==> config.mk <==
export PLATFORM = sky130hd
export DESIGN_NAME = alu_3_issue_ctrl
export DESIGN_NICKNAME = d
export VERILOG_FILES = /design/src/rtl/alu_3_issue_ctrl.sv
export SDC_FILE = /design/constraint.sdc
export NUM_CORES = 2
export LEC_CHECK = 0
export ABC_AREA = 1
export CAP_MARGIN = 30
export CORE_AREA = 10 10 424 426
export CTS_BUF_LIST = sky130_fd_sc_hd__clkbuf_8
export DETAILED_ROUTE_END_ITERATION = 10
export DIE_AREA = 0 0 434 436
export SYNTH_ARGS = -nofsm -noshare
export SYNTH_HDL_FRONTEND = slang
export SYNTH_SLANG_ARGS = --single-unit
export TNS_END_PERCENT = 1
==> constraint.sdc <==
create_clock -name clk -period 14.6 [get_ports clk]
set_clock_uncertainty 0.1 [all_clocks]
set_input_delay 2.19 -clock clk [delete_from_list [all_inputs] [get_ports clk]]
set_output_delay 2.19 -clock clk [all_outputs]
set_load 0.1 [all_outputs]
==> src/rtl/alu_3_issue_ctrl.sv <==
// Issue controller for the alu_3 metadata ALU: buffers {meta, action} requests,
// issues one operation at a time, returns results over valid/ready, drops lost ops.
module alu_3_issue_ctrl #(
  parameter int STAGE_ID   = 0,
  parameter int ACTION_LEN = 25,
  parameter int META_LEN   = 256,
  parameter int FIFO_DEPTH = 4,
  parameter int TIMEOUT    = 15
) (
  input  logic                        clk,
  input  logic                        rst_n,
  input  logic [META_LEN-1:0]         s_meta_data,
  input  logic [ACTION_LEN-1:0]       s_action,
  input  logic                        s_valid,
  output logic                        s_ready,
  output logic [META_LEN-1:0]         alu_meta_data,
  output logic                        alu_meta_valid,
  output logic [ACTION_LEN-1:0]       alu_action,
  output logic                        alu_action_valid,
  input  logic [META_LEN-1:0]         alu_result,
  input  logic                        alu_result_valid,
  output logic [META_LEN-1:0]         m_meta_data,
  output logic                        m_valid,
  input  logic                        m_ready,
  output logic [$clog2(FIFO_DEPTH):0] fifo_count,
  output logic                        timeout_err,
  output logic [15:0]                 err_cnt
);

  localparam int PTR_W   = $clog2(FIFO_DEPTH);
  localparam int CNT_W   = PTR_W + 1;
  localparam int WD_W    = $clog2(TIMEOUT + 1);
  localparam int ENTRY_W = META_LEN + ACTION_LEN;

  if (FIFO_DEPTH < 2 || (FIFO_DEPTH & (FIFO_DEPTH - 1)) != 0) begin : g_bad_depth
    $error("alu_3_issue_ctrl: FIFO_DEPTH must be a power of 2 and at least 2");
  end
  if (TIMEOUT < 6) begin : g_bad_timeout
    $error("alu_3_issue_ctrl: TIMEOUT must be at least 6");
  end
  if (STAGE_ID < 0) begin : g_bad_stage
    $error("alu_3_issue_ctrl: STAGE_ID must be non-negative");
  end

  typedef enum logic [1:0] {
    IDLE  = 2'd0,
    ISSUE = 2'd1,
    WAIT  = 2'd2,
    HOLD  = 2'd3
  } state_t;

  state_t             state_q;
  state_t             state_d;
  logic [ENTRY_W-1:0] mem [FIFO_DEPTH];
  logic [PTR_W-1:0]   wr_ptr;
  logic [PTR_W-1:0]   rd_ptr;
  logic [ENTRY_W-1:0] head;
  logic               head_vis_q;
  logic [WD_W-1:0]    wd_q;
  logic               push;
  logic               pop;
  logic               load_alu;
  logic               clr_wd;
  logic               inc_wd;
  logic               capture;
  logic               drop;
  logic               release_m;

  assign s_ready = (fifo_count != CNT_W'(FIFO_DEPTH));
  assign push    = s_valid && s_ready;
  assign pop     = load_alu;
  assign head    = mem[rd_ptr];

  // Request FIFO: storage carries no reset, only pointers and count do
  always_ff @(posedge clk) begin
    if (push) begin
      mem[wr_ptr] <= {s_meta_data, s_action};
    end
  end

  always_ff @(posedge clk or negedge rst_n) begin
    if (!rst_n) begin
      wr_ptr     <= '0;
      rd_ptr     <= '0;
      fifo_count <= '0;
    end else begin
      if (push) begin
        wr_ptr <= wr_ptr + PTR_W'(1);
      end
      if (pop) begin
        rd_ptr <= rd_ptr + PTR_W'(1);
      end
      case ({push, pop})
        2'b10:   fifo_count <= fifo_count + CNT_W'(1);
        2'b01:   fifo_count <= fifo_count - CNT_W'(1);
        default: fifo_count <= fifo_count;
      endcase
    end
  end

  // A written entry becomes visible to the issuer one cycle after it lands
  always_ff @(posedge clk or negedge rst_n) begin
    if (!rst_n) begin
      head_vis_q <= 1'b0;
    end else begin
      head_vis_q <= (fifo_count != '0);
    end
  end

  // Issue FSM: state register
  always_ff @(posedge clk or negedge rst_n) begin
    if (!rst_n) begin
      state_q <= IDLE;
    end else begin
      state_q <= state_d;
    end
  end

  // Issue FSM: next state and per-cycle strobes
  always_comb begin
    state_d   = state_q;
    load_alu  = 1'b0;
    clr_wd    = 1'b0;
    inc_wd    = 1'b0;
    capture   = 1'b0;
    drop      = 1'b0;
    release_m = 1'b0;
    case (state_q)
      IDLE: begin
        if (head_vis_q && (fifo_count != '0)) begin
          load_alu = 1'b1;
          state_d  = ISSUE;
        end
      end
      ISSUE: begin
        clr_wd  = 1'b1;
        state_d = WAIT;
      end
      WAIT: begin
        if (alu_result_valid) begin
          capture = 1'b1;
          state_d = HOLD;
        end else if (wd_q == WD_W'(TIMEOUT)) begin
          drop    = 1'b1;
          state_d = IDLE;
        end else begin
          inc_wd = 1'b1;
        end
      end
      HOLD: begin
        if (m_ready) begin
          release_m = 1'b1;
          state_d   = IDLE;
        end
      end
      default: state_d = IDLE;
    endcase
  end

  // ALU drive: data holds its last value once the valids drop
  always_ff @(posedge clk or negedge rst_n) begin
    if (!rst_n) begin
      alu_meta_data    <= '0;
      alu_action       <= '0;
      alu_meta_valid   <= 1'b0;
      alu_action_valid <= 1'b0;
    end else begin
      alu_meta_valid   <= load_alu;
      alu_action_valid <= load_alu;
      if (load_alu) begin
        {alu_meta_data, alu_action} <= head;
      end
    end
  end

  // Watchdog and drop reporting
  always_ff @(posedge clk or negedge rst_n) begin
    if (!rst_n) begin
      wd_q        <= '0;
      timeout_err <= 1'b0;
      err_cnt     <= '0;
    end else begin
      if (clr_wd) begin
        wd_q <= '0;
      end else if (inc_wd) begin
        wd_q <= wd_q + WD_W'(1);
      end
      timeout_err <= drop;
      if (drop && (err_cnt != 16'hFFFF)) begin
        err_cnt <= err_cnt + 16'd1;
      end
    end
  end

  // Result output register
  always_ff @(posedge clk or negedge rst_n) begin
    if (!rst_n) begin
      m_meta_data <= '0;
      m_valid     <= 1'b0;
    end else begin
      if (capture) begin
        m_meta_data <= alu_result;
        m_valid     <= 1'b1;
      end else if (release_m) begin
        m_valid <= 1'b0;
      end
    end
  end

endmodule

[Word level (Yosys, flattened, before mapping)]
Memories as Yosys holds them, arrays and structs flattened. A register that Yosys moved wholly into a read port is not among the register bits.
Index checks and enable logic that the tools add are counted.
W data, S select, Z words.
Operators by class
  add/sub/neg operators: 6
  equal/unequal tests: 11
  muxes and demuxes: 25
  reductions and logical operators: 10
Operators by type and width (number)
  $mux W1: 17
  $add A16 B1 Y16 const B: 1
  $ne A16 B16 Y1 const B: 1
  $mux W2: 4
  $mux W4: 2
  $pmux W2 S4: 1
  $eq A2 B2 Y1 const B: 3
  $ne A3 B3 Y1 const B: 2
  $pmux W3 S2: 1
  $reduce_bool A2 Y1: 3
  $add A2 B1 Y2 const B: 2
  $add A4 B1 Y4 const B: 1
  $eq A2 B1 Y1 const B: 2
  $eq A4 B4 Y1 const B: 1
  $ne A2 B2 Y1 const B: 2
  $add A3 B1 Y3 const B: 1
  $logic_and A1 B1 Y1: 3
  $reduce_and A3 Y1: 1
  $reduce_bool A3 Y1: 1
  $sub A3 B1 Y3 const B: 1
  $logic_not A2 Y1: 1
  $logic_not A1 Y1: 1
Word-level totals
  bits in registers: 289
  memory bits (writable): 1124
  bits of input ports: 542
  output and inout port bits: 561
  logic and storage cells: 64
  memories kept: 1
Memories
  mem: words 4, width 281, read ports 1, clocked after memory_dff 1, write ports 1, line 54  | logic [ENTRY_W-1:0] mem [FIFO_DEPTH];

[Logic depth before layout (Yosys ltp)]
  word-level depth: 6
  gate-level depth with buffers: 12
  mapped depth without buffers: 10

[Least setup slack after synthesis]
Ideal clock, no wire load.
  path type: input port to flip-flop
  start: input s_valid
  end: memory mem[0][0] in the netlist's numbering, enable pin
  setup time: 0.929 ns
  data arrival time: 14.118 ns
  data required time: 13.571 ns
  path slack: -0.547 ns
  stages on the path: 2
  path buffers: 0
  cell sequence: nand2_1 nor2_1
Between the ends
  word-level cells in the longest chain between the ends: 3
Ends and longest elaborated chain
  start, declared: line 14  | input logic s_valid,
  $logic_and A1 B1 Y1: line 70  | assign push = s_valid && s_ready;
  $mux W1: line 76  | if (push) begin
  $mux W1 (not written as such): line 77  | mem[wr_ptr] <= {s_meta_data, s_action};
  end, declared: line 54
No other way between the ends.

[Final worst setup path]
  start: register m_meta_data[128]
  end: output m_meta_data[128]
RTL lines
  start, declared: line 22  | output logic [META_LEN-1:0] m_meta_data,
  start signal, assigned: line 202  | m_meta_data <= alu_result;
No word-level cell between the ends.

==> run summary <==
Warnings, synthesis: 0
pre-CTS WS: 8.52 ns
Worst-path clk slew: 0.05 ns
IO Pins: 1,103
dpl cell area: 81,600 um2
post_cts resized: 0
CP max stage delay: 1.23 ns
Yosys top cell area share: 52.7%
layout cell share with drive strength beyond 1: 9.88%
unrepaired setup endpoints after global routing: no
row count: 152
slowest CP cell: clkdlybuf4s50_1
Main synth FF type: edfxtp_1
Hold Startpoint: m_meta_data[143]$_DFFE_PN0P_
largest cells by area after synthesis: edfxtp_1, dfrtp_1, nand2_1
Post-Syn Area per Cell: 11.6 um2
DP HPWL: 156,000 um
Hold WC Path Type: reg -> reg
post-synthesis sequential area ratio: 75.0%
die height: 436 um
Final Cycle Share: 34.9%
Clock Sinks: 1,694
CTS Buf Count: 308
upper clock frequency limit: 196 MHz
Initial Util: 37.4%
depth of the most critical reg-to-reg path: 7
CTS tree: built
Async SR Flop Fraction: 33.6%
vias per cell: 4.96
Hold Crit Depth: 2
Buffers & Inverters on Critical Path: 1
hold endpoint: m_meta_data[143]$_DFFE_PN0P_
Max Cap Viol: 0
CP top delay family: buffers and inverters
Bufs on Longest Clock Path: 4
aggregate global routing overflow: 0
fin cells: 9,360
Slew HR: 25.9%
via count: 46,411
gpl congestion: 0.941
Post-CTS Hold Fix Bufs: 0
final hold vios: 0
CTS Root Cell: clkbuf_8
Worst Path Required: 12.31 ns
measured slew at the worst slew-check pin: 1.11 ns
Yosys reg bits: 1,694
Total Nets Final: 7,397
Detailed Route WL: 229,000 um
final setup fails: 0
pin count of the biggest net entering global routing: 198
post-synth net total: 6,060
minimum clock period: 5.10 ns
routed length per instance: 24.5 um
R2R Path End: alu_meta_data[236]$_DFFE_PN0P_
Post-CTS Setup Inserts: 0
Synth cell types: 27
Slew Viols, Final: 0
number of placed cells counting well taps: 8,767
synthesized area: 64,000 um2
top-count cell post-synth: nand2_1
clock latency on the worst-skew pair: 1.02 ns
DRC viols: 0
critical path fanouts, max: 2
antenna violations before repair: 98
Die Area: 189,000 um2
crit start category: flop
synth cell count leaders: nand2_1, edfxtp_1, nor2_1, dfrtp_1, o21ai_1
worst path arrival time: 2.81 ns
EDFF count, synth: 1,124
number of global-route vias before repair: 45,635
drt first-iter violations: 3,898
status: completed
slack of the worst reg-to-reg path: 10.11 ns
Crit Path Class: reg -> out
htree depth: 5
Die X: 434 um
drt pass-1 iters: 5
cell taking the most area after synthesis: edfxtp_1
startpoint of the worst-slack reg-to-reg timing path: rd_ptr[0]$_DFFE_PN0P_
antenna viol nets, final: 0
post-route cell area: 87,600 um2
final worst slack: 9.50 ns
Area growth, synth to finish: 36.9%
first-pass GRT wire length: 325,000 um
Core Region: 171,000 um2
CP endpoint kind: output port
GRT Total Usage: 23.3%
Synth Instances: 5,510
crit-path cells: clkdlybuf4s50_1
port bufs: 1,102
==> metrics by stage <==
stage / hold slack, ns / TNS, ns / utilization (%)
after global placement: 0.354 / 0 / 44.9
after floorplan: 0.382 / -614.90 / -
after detailed placement: 0.357 / 0 / 47.7
after global routing: 0.394 / 0 / 51.2
final: 0.368 / 0 / 51.2
after CTS: 0.372 / 0 / 51.1
==> registers in the layout, indices dropped and copies added, names as in the netlist <==
register / flops
mem: 1124
fifo_count: 3
err_cnt: 16
alu_action: 25
state_q: 2
alu_meta_data: 256
wd_q: 4
wr_ptr: 2
timeout_err: 1
m_valid: 1
alu_action_valid: 1
m_meta_data: 256
rd_ptr: 2
head_vis_q: 1
==> area by class of cell <==
cell class	instances	area (um2)
antenna	51	128
sequential	1694	48000
fill	14818	83400
inverter	35	154
tap	2233	2790
clock inverter	188	977
multi-input combinational	3473	14400
clock buffer	351	4830
timing repair buffer	1335	16300
==> cells by family after synthesis <==
| group | Yosys count | share of synthesized area [%] |
|---|---|---|
| buffers and inverters | 343 | 2.61 |
| XOR/XNOR | 10 | 0.137 |
| AO/OA/AOI/OAI | 864 | 6.79 |
| adder cells (fa/ha/maj) | 8 | 0.168 |
| AND/OR/NAND/NOR | 2591 | 15.3 |
| flip-flops | 1694 | 75.0 |
==> routing by layer <==
metal / vias to the layer above / wire [um] / track usage [%]
li1: 21288 / - / -
met1: 22884 / 86700 / 27.1
met2: 1676 / 113000 / 38.9
met3: 499 / 17100 / 6.70
met4: 64 / 12000 / 12.4
met5: - / 387 / 0
==> worst max path at each step <==
stage	to	slack [ns]	from	cells past startpoint
after floorplan	mem[0][0]$_DFFE_PP_	-0.55	s_valid	2
after global placement	m_meta_data[21]$_DFFE_PN0P_	8.39	alu_result_valid	8
after detailed placement	m_meta_data[31]$_DFFE_PN0P_	8.52	alu_result_valid	9
after CTS	m_meta_data[129]	9.36	m_meta_data[129]$_DFFE_PN0P_	1
after global routing	m_meta_data[241]$_DFFE_PN0P_	9.33	alu_result_valid	9
final	m_meta_data[128]	9.50	m_meta_data[128]$_DFFE_PN0P_	1
==> cells in the final DEF (no fill, tap or decap), drive strengths merged <==
| cell type | netlist | layout |
|---|---|---|
| clkdlybuf4s50 | 0 | 1048 |
| o21ai | 858 | 858 |
| xor2 | 6 | 6 |
| edfxtp | 1124 | 1124 |
| ha | 7 | 7 |
| o22ai | 1 | 1 |
| a21oi | 4 | 4 |
| nor3 | 1 | 1 |
| nand4 | 8 | 8 |
| o31ai | 1 | 1 |
| clkbuf | 104 | 351 |
| nor2 | 877 | 877 |
| bufinv | 0 | 8 |
| nand3 | 18 | 18 |
| xnor2 | 4 | 4 |
| dfrtp | 570 | 570 |
| nand2 | 1687 | 1687 |
| diode | 0 | 51 |
| inv | 35 | 156 |
| clkinv | 0 | 53 |
| buf | 204 | 287 |
| clkinvlp | 0 | 6 |
| fa | 1 | 1 |
Power is not shown: default switching activity piles up to over one toggle a cycle in this logic, so the estimate is an artifact.
